==> src/rtl/spi_master_tx.sv <==
// SPI mode-0 byte transmitter/receiver: one byte per start, MSB first, with
// a CLK_DIV-cycle chip-select lead and trail around the eight sclk periods.
module spi_master_tx #(
    parameter int CLK_DIV = 2
) (
    input  logic       clk,
    input  logic       rst,
    input  logic       start,
    input  logic [7:0] data_in,
    output logic       busy,
    output logic       done,
    output logic [7:0] rx_data,
    output logic       sclk,
    output logic       cs,
    output logic       mosi,
    input  logic       miso
);
    typedef enum logic [2:0] {IDLE, LEAD, HIGH, LOW, TRAIL} state_e;

    localparam logic [7:0] HC_LAST = 8'(CLK_DIV - 1);

    state_e     state_q, state_d;
    logic [7:0] hc_q, hc_d;
    logic [2:0] bc_q, bc_d;
    logic [7:0] tx_q, tx_d;
    logic [7:0] rx_sh_q, rx_sh_d;
    logic [7:0] rx_data_q, rx_data_d;
    logic       busy_q, busy_d;
    logic       done_q, done_d;
    logic       sclk_q, sclk_d;
    logic       cs_q, cs_d;
    logic       mosi_q, mosi_d;
    logic       hc_end;

    // Every state other than IDLE lasts exactly one half-period.
    assign hc_end = (hc_q == HC_LAST);

    always_comb begin
        state_d   = state_q;
        hc_d      = hc_end ? 8'd0 : hc_q + 8'd1;
        bc_d      = bc_q;
        tx_d      = tx_q;
        rx_sh_d   = rx_sh_q;
        rx_data_d = rx_data_q;
        busy_d    = busy_q;
        done_d    = 1'b0;
        sclk_d    = sclk_q;
        cs_d      = cs_q;
        mosi_d    = mosi_q;
        unique case (state_q)
            IDLE: begin
                hc_d = 8'd0;
                if (start) begin
                    tx_d    = data_in;
                    mosi_d  = data_in[7];
                    cs_d    = 1'b0;
                    busy_d  = 1'b1;
                    bc_d    = 3'd0;
                    state_d = LEAD;
                end
            end
            LEAD, LOW: begin
                if (hc_end) begin
                    sclk_d  = 1'b1;
                    rx_sh_d = {rx_sh_q[6:0], miso};
                    state_d = HIGH;
                end
            end
            HIGH: begin
                if (hc_end) begin
                    sclk_d = 1'b0;
                    if (bc_q == 3'd7) begin
                        state_d = TRAIL;
                    end else begin
                        // mosi moves on the falling edge so it is settled for the next rise
                        bc_d    = bc_q + 3'd1;
                        tx_d    = {tx_q[6:0], 1'b0};
                        mosi_d  = tx_q[6];
                        state_d = LOW;
                    end
                end
            end
            TRAIL: begin
                if (hc_end) begin
                    cs_d      = 1'b1;
                    busy_d    = 1'b0;
                    done_d    = 1'b1;
                    rx_data_d = rx_sh_q;
                    state_d   = IDLE;
                end
            end
            default: state_d = IDLE;
        endcase
    end

    always_ff @(posedge clk) begin
        if (rst) begin
            state_q   <= IDLE;
            hc_q      <= 8'd0;
            bc_q      <= 3'd0;
            tx_q      <= 8'd0;
            rx_sh_q   <= 8'd0;
            rx_data_q <= 8'd0;
            busy_q    <= 1'b0;
            done_q    <= 1'b0;
            sclk_q    <= 1'b0;
            cs_q      <= 1'b1;
            mosi_q    <= 1'b0;
        end else begin
            state_q   <= state_d;
            hc_q      <= hc_d;
            bc_q      <= bc_d;
            tx_q      <= tx_d;
            rx_sh_q   <= rx_sh_d;
            rx_data_q <= rx_data_d;
            busy_q    <= busy_d;
            done_q    <= done_d;
            sclk_q    <= sclk_d;
            cs_q      <= cs_d;
            mosi_q    <= mosi_d;
        end
    end

    assign busy    = busy_q;
    assign done    = done_q;
    assign rx_data = rx_data_q;
    assign sclk    = sclk_q;
    assign cs      = cs_q;
    assign mosi    = mosi_q;

endmodule

==> config.mk <==
export PLATFORM = sky130hd
export DESIGN_NAME = spi_master_tx
export DESIGN_NICKNAME = d
export VERILOG_FILES = /design/src/rtl/spi_master_tx.sv
export SDC_FILE = /design/constraint.sdc
export NUM_CORES = 1
export LEC_CHECK = 0
export ABC_AREA = 1
export CAP_MARGIN = 15
export CORE_ASPECT_RATIO = 0.5
export CORE_MARGIN = 10
export CORE_UTILIZATION = 50
export DETAILED_ROUTE_END_ITERATION = 7
export GPL_TIMING_DRIVEN = 0
export PLACE_DENSITY = 0.74
export SLEW_MARGIN = 20
export SYNTH_ARGS = -nofsm -noshare
export SYNTH_HDL_FRONTEND = slang
export SYNTH_SLANG_ARGS = --single-unit
==> constraint.sdc <==
create_clock -name clk -period 1.8 [get_ports clk]
set_input_delay 0.36 -clock clk [delete_from_list [all_inputs] [get_ports clk]]
set_output_delay 0.36 -clock clk [all_outputs]
set_load 0.02 [all_outputs]
==> results by group, run 1 <==
CTS
  – H-tree levels: 2
  – Clock tree from TritonCTS: built
  – Setup Fix Bufs, Post-CTS: 0
  – Clock-pin slew of the registers on the worst-case setup and hold paths: 80 ps
  – Clock root buffer: clkbuf_8
  – CTS buffer count: 5
  – Post-CTS Resized: 0
  – Clk Latency, worst-skew pair: 290 ps
  – # hold bufs at CTS: 0
  – CTS Buffer Depth: 2
  – CTS Sinks: 42

Placed design
  – Dpl ws: 79.8 ps
  – PortBufs: 24
  – Detail Placement HPWL: 2670 µm
  – Gp weighted congestion: 0.828

Floorplan
  – Die ar.: 0.00669 mm²
  – Number of cell rows: 15
  – Effective utilization at floorplan: 53.0%
  – Ports: 25
  – Die Height: 63.0 µm
  – Core ar.: 0.00349 mm²
  – DIE WIDTH: 106 µm

Global route
  – GRT Total Usage: 11.5%
  – Pin count of the biggest net entering global routing: 15
  – Vias in the first global route: 1395
  – Antenna violations before repair: 0
  – First-pass GRT wire length: 6400 µm
  – Total gr overflow: 0

Worst setup path
  – Crit path max fanout: 2
  – CP startpoint: rx_data[2]$_SDFFE_PP0P_
  – Reg2reg start: hc_q[0]$_SDFF_PP0_
  – Critical Path End Type: output port
  – Startpoint types: flop
  – Register-to-register setup slack: 250 ps
  – Max stage delay on crit path: 620 ps
  – Chain of cells forming the critical path: clkdlybuf4s50_1
  – Top delay family on crit path: buffers and inverters
  – CP required: 1440 ps
  – Slowest cell on the critical path: clkdlybuf4s50_1
  – CP arrival: 1260 ps
  – CP Buf/Inv Count: 1
  – CP Class: reg -> out

Routing
  – Via count of the routed design: 1574
  – Routed vias/inst: 4.64
  – Final WL: 3670 µm
  – Wire per inst: 10.8 µm
  – DRC Markers: 0
  – Drt first pass iters: 4
  – DRT antenna net count: 0
  – Iteration-0 DRC Markers: 48

Final layout
  – # fillers: 313
  – Antenna Cells: 0
  – Most frequent cells in the layout: nand2_1 (65), dfxtp_1 (42), nor2_1 (36)
  – Synth-to-Final Area Change: 23.9%
  – Share of cells above drive strength 1: 12.8%
  – Layout net count: 303
  – Commonest non-fill, non-tap cell in the layout: nand2_1

STA
  – Worst-Margin Slew: 405 ps
  – Max_slew headroom: 73.0%
  – Achievable Freq: 0.616 GHz
  – Clock skew: 6.61 ps
  – RSZ-0062 raised after global routing: no
  – Tmin final: 1620 ps
  – Final Hold Vio Count: 0
  – Period Utilization, post-route: 90.2%
  – Fin worst setup slack: 176 ps
  – Final Slew Violations: 0
  – TNS Setup: 0 ps
  – Setup violators final: 0

Yosys
  – Mux contribution to synthesized area: 0%
  – Synthesized flop and latch total: 42
  – Post-synthesis cell area: 0.00185 mm²
  – Post-synthesis sequential area ratio: 45.4%
  – Xor-xnor portion of the synthesized cell area: 0.473%
  – Main combinational cell family by area after synthesis: simple AND/OR/NAND/NOR gates
  – Synth Warn #: 0
  – Count of cell types in the netlist: 26
  – Post-synth top area cell: dfxtp_1
  – Syn_nets: 272
  – Area share of the largest cell type after synthesis: 45.4%
  – Synth Instances: 256
  – Synth Area in Compound Gates: 9.66%
  – Post-Synth Simple-Gate Area: 31.6%
  – Adder-cell share of the synthesized area: 2.70%
  – Ranking of synthesized cells by area: dfxtp_1 (45%), nand2_1 (13%), nor2_1 (7.3%)
  – Avg Cell Area, Syn: 7.23 µm²

Run status
  – Outcome: completed

Run
  – Max cap viols: 0

Power
  – Total power: 0.00319 W
  – Static Leak: 1.05 nW
  – Peak VDD IR: 711 µV
  – Power Density: 1390 mW/mm²

Hold path
  – HP Class: reg -> reg
  – Hold Crit Start: rx_sh_q[7]$_SDFFE_PP0P_
## path summary, 6_finish.rpt
| path | to | depth (start not counted) |
|---|---|---|
| max | rx_data[2] | 1 |
| min | rx_data[7]$_SDFFE_PP0P_ | 2 |
| min reg2reg | rx_data[7]$_SDFFE_PP0P_ | 2 |
| max reg2reg | tx_q[1]$_SDFFE_PP0P_ | 10 |
## logic make-up (layout without fill, tap and decap cells)
family                   Yosys count  count (layout)
buffers and inverters             45              77
adder cells (fa/ha/maj)            4               4
AO/OA/AOI/OAI                     33              33
AND/OR/NAND/NOR                  131             131
flip-flops                        42              42
XOR/XNOR                           1               1
## cells in the mapped netlist (all sizes together)
cell type  number
a21oi           8
buf             4
clkbuf          2
dfxtp          42
ha              4
inv            39
nand2          70
nand3           6
nand3b          1
nand4           5
nor2           42
nor3            2
nor3b           3
nor4            1
o21a            1
o21ai          24
or2             1
xor2            1
## metrics by stage
step / util, % / hold slack [ps] / area, µm² / cells
6_report: 65.7 / 464 / 2290 / 339
5_1_grt: 65.7 / 483 / 2290 / 339
4_1_cts: 65.7 / 460 / 2290 / 339
3_5_place_dp: 61.8 / 446 / 2160 / 331
3_3_place_gp: 61.8 / 439 / 2160 / 331
2_1_floorplan: - / 419 / 1850 / 256
## power breakdown
| group | total [W] | internal (W) | switching (W) | leakage [nW] |
|---|---|---|---|---|
| Clock | 0.000891 | 0.000556 | 0.000335 | 0.0683 |
| Combinational | 0.00113 | 0.000440 | 0.000687 | 0.637 |
| Sequential | 0.00118 | 0.00109 | 0.0000845 | 0.342 |
| Total | 0.00319 | 0.00209 | 0.00111 | 1.05 |
## per-layer routing
| metal | routed length (µm) | vias up | track usage (%) |
|---|---|---|---|
| met4 | 45 | 0 | 4.03 |
| met3 | 203 | 4 | 4.94 |
| met2 | 1710 | 19 | 17.9 |
| met5 | 0 | - | 0 |
| li1 | - | 853 | - |
| met1 | 1720 | 698 | 13.8 |
## flip-flops by register name, summed over array words and instances, names as in the netlist
name / count
done: 1
tx_q: 7
hc_q: 8
mosi: 1
busy: 1
cs: 1
rx_sh_q: 8
bc_q: 3
rx_data: 8
state_q: 3
sclk: 1
## final cells by class
class	count	area, µm²	area share (%)
flip-flops and latches	42	841	36.7
multi-input cells	169	822	35.8
repair buffers	24	240	10.5
inverters	39	146	6.38
clock buffers	5	68.8	3.00
clock inverters	3	68.8	3.00
well taps	51	63.8	2.78
plain buffers	6	42.5	1.85
(Power assumes the default switching activity.)
==> run 2, diff against run 1 <==
Settings changed: MAX_ROUTING_LAYER set to met4.
==> run 2 against run 1 <==
  * Wire length is essentially flat
  * Count of clock-buffer cells in the layout is the same
  * Via count is the same
  * Hold slack gained 1.1 ps
  * Die area is the same
  * Fmax is essentially flat
  * Utilization is the same
  * Flip-flop and latch count is the same
  * Setup slack is essentially flat
  * Critical path depth is the same
==> results by group, run 2 (same netlist as run 1, synthesis figures left out) <==
Run status
  – Outcome: completed (unchanged)

Worst setup path
  – CP Buf/Inv Count: 1 (unchanged)
  – Chain of cells forming the critical path: clkdlybuf4s50_1 (unchanged)
  – Reg2reg start: hc_q[0]$_SDFF_PP0_ (unchanged)
  – Slowest cell on the critical path: clkdlybuf4s50_1 (unchanged)
  – Critical Path End Type: output port (unchanged)
  – Worst reg-to-reg path cell count: 10 (unchanged)
  – Levels on crit path: 1 (unchanged)
  – CP required: 1440 ps (about the same)
  – CP arrival: 1260 ps (about the same)
  – Top delay family on crit path: buffers and inverters (unchanged)
  – Startpoint types: flop (unchanged)
  – Max stage delay on crit path: 620 ps (about the same)
  – CP startpoint: rx_data[2]$_SDFFE_PP0P_ (unchanged)
  – Crit path max fanout: 2 (unchanged)
  – CP Class: reg -> out (unchanged)

Routing
  – DRC Markers: 0 (unchanged)
  – Final WL: 3670 µm (about the same)
  – Wire per inst: 10.8 µm (about the same)
  – Iteration-0 DRC Markers: 48 (unchanged)
  – DRT antenna net count: 0 (unchanged)
  – Drt first pass iters: 4 (unchanged)
  – Routed vias/inst: 4.64 (unchanged)
  – Via count of the routed design: 1574 (unchanged)

Final layout
  – Multi-input logic area: 822 µm² (unchanged)
  – Final instance area: 0.00229 mm² (unchanged)
  – Share of cells above drive strength 1: 12.8% (unchanged)
  – Register area: 841 µm² (unchanged)
  – Commonest non-fill, non-tap cell in the layout: nand2_1 (unchanged)
  – Layout net count: 303 (unchanged)
  – Most frequent cells in the layout: nand2_1 (65), dfxtp_1 (42), nor2_1 (36) (unchanged)
  – Final core occ: 65.7% (unchanged)
  – Synth-to-Final Area Change: 23.9% (unchanged)
  – Antenna Cells: 0 (unchanged)
  – # fillers: 313 (unchanged)

STA
  – Worst slack on hold paths: 465 ps (was 464 ps)
  – Clock skew: 6.60 ps (was 6.61 ps)
  – Worst-Margin Slew: 404 ps (was 405 ps)
  – TNS Setup: 0 ps (unchanged)
  – RSZ-0062 raised after global routing: no (unchanged)
  – Tmin final: 1620 ps (about the same)
  – Final Hold Vio Count: 0 (unchanged)
  – Period Utilization, post-route: 90.2% (about the same)
  – Achievable Freq: 0.616 GHz (about the same)
  – Setup violators final: 0 (unchanged)
  – Max_slew headroom: 73.0% (about the same)
  – Final Slew Violations: 0 (unchanged)

Floorplan
  – Die ar.: 0.00669 mm² (unchanged)
  – Number of cell rows: 15 (unchanged)
  – DIE WIDTH: 106 µm (unchanged)
  – Die Height: 63.0 µm (unchanged)
  – Core ar.: 0.00349 mm² (unchanged)
  – Effective utilization at floorplan: 53.0% (unchanged)
  – Ports: 25 (unchanged)

CTS
  – Post-CTS Resized: 0 (unchanged)
  – Clock-pin slew of the registers on the worst-case setup and hold paths: 80 ps (about the same)
  – H-tree levels: 2 (unchanged)
  – Clock root buffer: clkbuf_8 (unchanged)
  – CTS buffer count: 5 (unchanged)
  – # hold bufs at CTS: 0 (unchanged)
  – CTS Buffer Depth: 2 (unchanged)
  – Setup Fix Bufs, Post-CTS: 0 (unchanged)
  – CTS Sinks: 42 (unchanged)
  – Clk Latency, worst-skew pair: 290 ps (about the same)
  – Clock tree from TritonCTS: built (unchanged)

Power
  – Peak VDD IR: 711 µV (about the same)
  – Static Leak: 1.05 nW (unchanged)
  – Power Density: 1390 mW/mm² (about the same)

Hold path
  – HP Class: reg -> reg (unchanged)
  – Worst Hold Depth: 2 (unchanged)
  – Hold Crit Start: rx_data[3]$_SDFFE_PP0P_ (was rx_sh_q[7]$_SDFFE_PP0P_)

Run
  – Max cap viols: 0 (unchanged)

Placed design
  – Area post-placement: 0.00216 mm² (unchanged)
  – Detail Placement HPWL: 2670 µm (unchanged)
  – PortBufs: 24 (unchanged)
  – Gp weighted congestion: 0.840 (was 0.828)

Global route
  – Pin count of the biggest net entering global routing: 15 (unchanged)
  – Vias in the first global route: 1393 (was 1395)
  – First-pass GRT wire length: 6400 µm (unchanged)
  – Total gr overflow: 0 (unchanged)
  – Antenna violations before repair: 0 (unchanged)
  – GRT Total Usage: 11.8% (was 11.5%)
## run 2: cell counts in the layout (fill, tap and decap cells not counted)
Identical to the previous run, type by type.
## run 2: layer usage
layer  global-route usage [%]  vias up  routed length, µm
li1                         -      853                  -
met1                     14.0      698               1750
met2                     17.9       19               1710
met3                     4.53        4                172
met4                     4.03        0                 45
met5                        -        -                  0
## run 2: layout make-up
cell class	count	area share (%)
clock inverters	3	3.00
flip-flops and latches	42	36.7
multi-input cells	169	35.8
well taps	51	2.78
plain buffers	6	1.85
repair buffers	24	10.5
clock buffers	5	3.00
inverters	39	6.38
## run 2: power breakdown
group / internal, W / switching [W]
clock: 0.000556 / 0.000335
combinational: 0.000440 / 0.000687
sequential: 0.00109 / 0.0000845
## run 2: path summary, 6_finish.rpt
kind,slack (ps),end
worst min-delay path,460,rx_data[3]$_SDFFE_PP0P_
worst min register to register,460,rx_data[3]$_SDFFE_PP0P_
worst max register to register,250,tx_q[1]$_SDFFE_PP0P_
worst max-delay path,180,rx_data[2]
## run 2: per-stage QoR
stage               power [W]  cells  setup WS [ps]
finish                0.00319    339            176
global placement      0.00229    331            106
CTS                   0.00323    339            157
floorplan             0.00207    256            407
global route          0.00343    339           21.2
detailed placement    0.00232    331           79.8
